## src/rtl/mips_pipe_pkg.sv

```systemverilog
// Shared MIPS-32 pipeline definitions: control-bit positions, default widths
// and the state encoding of the 2-entry elastic stage.
package mips_pipe_pkg;

  localparam int DATA_W_DEF     = 32;
  localparam int REG_ADDR_W_DEF = 5;
  localparam int CTRL_W_DEF     = 4;

  localparam int CTRL_REG_WRITE  = 0;
  localparam int CTRL_MEM_READ   = 1;
  localparam int CTRL_MEM_WRITE  = 2;
  localparam int CTRL_MEM_TO_REG = 3;

  typedef enum logic [1:0] {
    ST_EMPTY = 2'd0,
    ST_ONE   = 2'd1,
    ST_TWO   = 2'd2
  } skid_state_e;

  // A held result can be bypassed only if it writes a real (non-r0) register.
  function automatic logic fwd_hit(input logic valid, input logic reg_write,
                                   input logic rd_nonzero);
    return valid & reg_write & rd_nonzero;
  endfunction

endpackage

```

## src/rtl/pipe_skid_buf.sv

```systemverilog
// Generic 2-entry skid buffer: main entry drives the output, skid absorbs one
// extra beat so in_ready can be a flop with no path from out_ready.
module pipe_skid_buf
  import mips_pipe_pkg::*;
#(
  parameter int PAYLOAD_W = 8
) (
  input  logic                 clock,
  input  logic                 reset_n,
  input  logic                 flush,
  input  logic                 in_valid,
  output logic                 in_ready,
  input  logic [PAYLOAD_W-1:0] in_data,
  output logic                 out_valid,
  input  logic                 out_ready,
  output logic [PAYLOAD_W-1:0] out_data
);

  skid_state_e          state_q, state_d;
  logic [PAYLOAD_W-1:0] main_q, main_d;
  logic [PAYLOAD_W-1:0] skid_q, skid_d;
  logic                 in_ready_q, in_ready_d;
  logic                 xfer_in_s, xfer_out_s;

  assign xfer_in_s  = in_valid & in_ready_q;
  assign xfer_out_s = (state_q != ST_EMPTY) & out_ready;

  // Next-state and payload steering; flush only drops the valid state.
  always_comb begin
    state_d = state_q;
    main_d  = main_q;
    skid_d  = skid_q;
    case (state_q)
      ST_EMPTY: begin
        if (xfer_in_s) begin
          main_d  = in_data;
          state_d = ST_ONE;
        end else begin
          state_d = ST_EMPTY;
        end
      end
      ST_ONE: begin
        if (xfer_in_s && xfer_out_s) begin
          main_d  = in_data;
          state_d = ST_ONE;
        end else if (xfer_out_s) begin
          state_d = ST_EMPTY;
        end else if (xfer_in_s) begin
          skid_d  = in_data;
          state_d = ST_TWO;
        end else begin
          state_d = ST_ONE;
        end
      end
      ST_TWO: begin
        if (xfer_out_s) begin
          main_d  = skid_q;
          state_d = ST_ONE;
        end else begin
          state_d = ST_TWO;
        end
      end
      default: begin
        state_d = ST_EMPTY;
      end
    endcase
    if (flush) begin
      state_d = ST_EMPTY;
    end else begin
      state_d = state_d;
    end
    in_ready_d = (state_d != ST_TWO);
  end

  // State, payload and registered ready.
  always_ff @(posedge clock) begin
    if (!reset_n) begin
      state_q    <= ST_EMPTY;
      main_q     <= '0;
      skid_q     <= '0;
      in_ready_q <= 1'b1;
    end else begin
      state_q    <= state_d;
      main_q     <= main_d;
      skid_q     <= skid_d;
      in_ready_q <= in_ready_d;
    end
  end

  assign in_ready  = in_ready_q;
  assign out_valid = (state_q != ST_EMPTY);
  assign out_data  = main_q;

endmodule

```

## src/rtl/ex_mem_pipe_stage.sv

```systemverilog
// EX->MEM elastic pipeline register: skid-buffered payload, EX bypass tap and
// a saturating back-pressure cycle counter.
module ex_mem_pipe_stage
  import mips_pipe_pkg::*;
#(
  parameter int DATA_W      = DATA_W_DEF,
  parameter int REG_ADDR_W  = REG_ADDR_W_DEF,
  parameter int CTRL_W      = CTRL_W_DEF,
  parameter int STALL_CNT_W = 16
) (
  input  logic                   clock,
  input  logic                   reset_n,
  input  logic                   flush,
  input  logic                   in_valid,
  output logic                   in_ready,
  input  logic [DATA_W-1:0]      in_alu_result,
  input  logic [DATA_W-1:0]      in_store_data,
  input  logic [REG_ADDR_W-1:0]  in_rd,
  input  logic [CTRL_W-1:0]      in_ctrl,
  output logic                   out_valid,
  input  logic                   out_ready,
  output logic [DATA_W-1:0]      out_alu_result,
  output logic [DATA_W-1:0]      out_store_data,
  output logic [REG_ADDR_W-1:0]  out_rd,
  output logic [CTRL_W-1:0]      out_ctrl,
  output logic                   fwd_valid,
  output logic [REG_ADDR_W-1:0]  fwd_rd,
  output logic [DATA_W-1:0]      fwd_data,
  output logic [STALL_CNT_W-1:0] stall_cycles
);

  localparam int PAYLOAD_W = CTRL_W + REG_ADDR_W + 2 * DATA_W;

  logic [PAYLOAD_W-1:0]   in_pl_s, out_pl_s;
  logic [STALL_CNT_W-1:0] stall_q, stall_d;

  assign in_pl_s = {in_ctrl, in_rd, in_store_data, in_alu_result};

  pipe_skid_buf #(
    .PAYLOAD_W(PAYLOAD_W)
  ) u_skid (
    .clock    (clock),
    .reset_n  (reset_n),
    .flush    (flush),
    .in_valid (in_valid),
    .in_ready (in_ready),
    .in_data  (in_pl_s),
    .out_valid(out_valid),
    .out_ready(out_ready),
    .out_data (out_pl_s)
  );

  assign {out_ctrl, out_rd, out_store_data, out_alu_result} = out_pl_s;

  assign fwd_valid = fwd_hit(out_valid, out_ctrl[CTRL_REG_WRITE], (out_rd != '0));
  assign fwd_rd    = out_rd;
  assign fwd_data  = out_alu_result;

  // Count stalled cycles, sticking at all-ones; flush leaves it alone.
  always_comb begin
    if (out_valid && !out_ready && (stall_q != '1)) begin
      stall_d = stall_q + STALL_CNT_W'(1);
    end else begin
      stall_d = stall_q;
    end
  end

  // Stall counter register.
  always_ff @(posedge clock) begin
    if (!reset_n) begin
      stall_q <= '0;
    end else begin
      stall_q <= stall_d;
    end
  end

  assign stall_cycles = stall_q;

endmodule

```

## config.mk

```make
export PLATFORM = sky130hd
export DESIGN_NAME = ex_mem_pipe_stage
export DESIGN_NICKNAME = d
export VERILOG_FILES = /design/src/rtl/mips_pipe_pkg.sv /design/src/rtl/pipe_skid_buf.sv /design/src/rtl/ex_mem_pipe_stage.sv
export SDC_FILE = /design/constraint.sdc
export NUM_CORES = 1
export LEC_CHECK = 0
export CAP_MARGIN = 10
export CORE_UTILIZATION = 30
export DETAILED_ROUTE_END_ITERATION = 16
export SYNTH_ARGS = -nofsm -noshare
export SYNTH_HDL_FRONTEND = slang
export SYNTH_SLANG_ARGS = --single-unit
```

## constraint.sdc

```tcl
create_clock -name clock -period 2.5 [get_ports clock]
set_input_delay 0.75 -clock clock [delete_from_list [all_inputs] [get_ports clock]]
set_output_delay 0.75 -clock clock [all_outputs]
set_load 0.01 [all_outputs]
```

==> reports/results.ini <==
[run_status]
status=finished clean

[setup_path]
end_kind=output pin
r2r-end=u_skid.out_data[31]
reg2reg_slack_ns=0.32
path_max_fanout=4
crit_path_start_kind=register
cp-endpoint=fwd_valid
crit_type=reg2out
cp-startpoint=u_skid.out_data[64]
r2r-start=u_skid.state_q[0]
rr_worst_depth=8
crit_required_ns=1.75
crit_arrival_ns=1.63

[synth]
synthArstFlopShare=0
ys_ff_latch=165
synth_mux_area_frac=0.106
ys_seq_area_frac=0.467
synth-simple-area-share=0.178
avgSynthCellArea_sq_um=8.77
yosys_warnings=0
synth_edf_count=0
ys_top_cells_by_area=dfxtp_1, mux2i_1, nand2_1
synth_xor_area_frac=0.00124
netlist_area_sq_um=7070
yosys.area.top_type=dfxtp_1
yosysTopAreaCellShare=0.467
ys_types=42
synthCells=807
synth_top_family_by_area=simple AND/OR/NAND/NOR gates
syn_nets=888
synth_compound_area_frac=0.161
synth_fa_ha_area_frac=0.00531
synth_flop_cell=dfxtp_1

[timing]
hold_violations=0
post-route-period-util=0.952
clock.fmax_ghz=0.420
fin_worst_skew_ns=0.00942
tightest_slew_ns=0.592
setup_viol=0
rsz0062_at_grt=no
period_minus_slack_ns=2.38
drv_slew=0
slew_headroom=0.604

[placed_design]
place_inst=1258
gp_congestion=0.756
placed_area_sq_um=9430
hpwl_um=13000
port_buffers=206

[cts]
cts_sinks=165
cts-root-buf=clkbuf_16
clockBufferDepth=2
clk_pin_slew_worst_paths_ns=0.06
post-cts-setup-buffers=0
h-tree-depth=4
clk-insertion-delay-late_ns=0.42
cts_resized=1
cts_tree=yes
numCtsBuffers=17
hold_buffers=0

[run]
drv_cap=0

[floorplan]
chipHeight_um=156
core-area_sq_um=22900
start_util=0.309
die_area_sq_um=24200
io_pins=207
dieWidth_um=156
core.rowCount=55

[route]
first_pass_iters=4
first_iter_violations=316
avgRoutedWirePerCell_um=15.5
wirelength_um=19900
dr_total_vias=6226
vias_per_cell=4.83
route.detailed.drc=0
ant_nets=0

[global_routing]
grt_max_degree=50
track_usage=0.166
grt_pass1_vias=5909
overflow=0
antenna_found_initial=1
grt_pass1_wl_um=31300

[finish]
diodes=0
stdcell_area_sq_um=10000
drive_above_1_share=0.0778
synthToLayoutAreaGrowth_pct=41.9
final_cells=1290
fin_nets=1045

[hold_path]
hp-class=reg2reg

[pwr]
p_leak_uw=0.00397
p_per_area_nw_per_um2=649
ir_worst_vdd_uv=380

==> cells by family (layout without fill, tap and decap cells) <==
logic type,Yosys count,in the layout
mux,75,75
buf+inv,109,279
flops,165,165
fa+ha+maj,3,3
simple gates,275,275
compound gates,179,179
xor+xnor,1,1
==> area by class of cell <==
cell class              count  area [sq um]
fillers                  2246         12900
repair buffers            240          2480
clock inverters             8           123
inverters                   7          28.8
clock buffers              24           482
multi-input cells         533          3230
flip-flops and latches    165          3300
well taps                 313           392
==> layout by cell type (no fill, tap or decap), types with 6 or more instances in the layout <==
master           synthesis  routed
a211oi_1                75      75
a21oi_1                 85      84
buf_12                   0      13
buf_4                   37      21
clkbuf_16                0      17
clkdlybuf4s50_1          0     205
dfxtp_1                165     164
inv_1                    6       6
mux2i_1                 75      75
nand2_1                157     157
nor3_1                  75      75
o21ai_1                  6       6
or3_1                    9       8
==> Yosys cell counts, types with 2 or more instances <==
master and n:
nor2_1 5, nand2b_1 4, and3_1 3, a211oi_1 75, or4_1 4, buf_2 18
mux2i_1 75, a21oi_1 85, o31ai_1 3, nand2_1 157, nand3_1 2, nor3_1 75
ha_1 3, buf_4 37, clkbuf_1 44, o21ai_1 6, inv_1 6, buf_1 2
and2_1 2, or3_1 9, nand4_2 2, o21ai_0 2, dfxtp_1 165, nand4_1 4
nor4_1 2
==> state kept, by name, indices dropped and copies added (netlist names) <==
signal and cells:
u_skid.out_data 73, u_skid.skid_q 73, stall_cycles 16, u_skid.state_q 2, u_skid.in_ready 1
==> layer usage <==
| metal | part of all wire | wire (um) | track usage | up-vias |
|---|---|---|---|---|
| met3 | 0.046 | 921 | 0.0394 | 21 |
| met5 | 0 | 0 | 0 | - |
| met1 | 0.46 | 9130 | 0.208 | 2935 |
| met4 | 0.019 | 374 | 0.0607 | 0 |
| li1 | - | - | - | 3122 |
| met2 | 0.48 | 9520 | 0.276 | 148 |
==> power breakdown <==
group	total, uW	internal, uW	switching, uW
registers	2850	2750	91.9
clock network	2700	1650	1050
logic	963	544	419
total	6510	4950	1560
==> per-stage QoR <==
step	setup slack (ns)	hold slack, ns	setup TNS [ns]	power [uW]	util
6_report	0.120	0.453	0	6510	0.438
5_1_grt	0.0420	0.468	0	6790	0.438
4_1_cts	0.0284	0.454	0	6600	0.438
3_5_place_dp	-0.191	0.446	-10.55	3880	0.412
3_3_place_gp	-0.134	0.440	-9.72	3870	0.412
2_1_floorplan	0.487	0.436	0	3340	-
==> how the worst min path moves through the flow <==
stage / from / end / slack [ns] / cells past startpoint
floorplan: u_skid.skid_q[0] / u_skid.skid_q[0] / 0.44 / 2
global placement: u_skid.skid_q[61] / u_skid.skid_q[61] / 0.44 / 2
detailed placement: u_skid.skid_q[63] / u_skid.skid_q[63] / 0.45 / 2
CTS: u_skid.skid_q[63] / u_skid.skid_q[63] / 0.45 / 2
global route: u_skid.skid_q[63] / u_skid.skid_q[63] / 0.47 / 2
finish: u_skid.skid_q[6] / u_skid.skid_q[6] / 0.45 / 2
==> worst max-delay path, stage by stage, from the launching register on <==
cell	delay (ns)
dfxtp_2	0.34
or3_1	0.36
o311a_1	0.29
clkdlybuf4s15_1	0.23
Power figures use the tool's default switching activity.
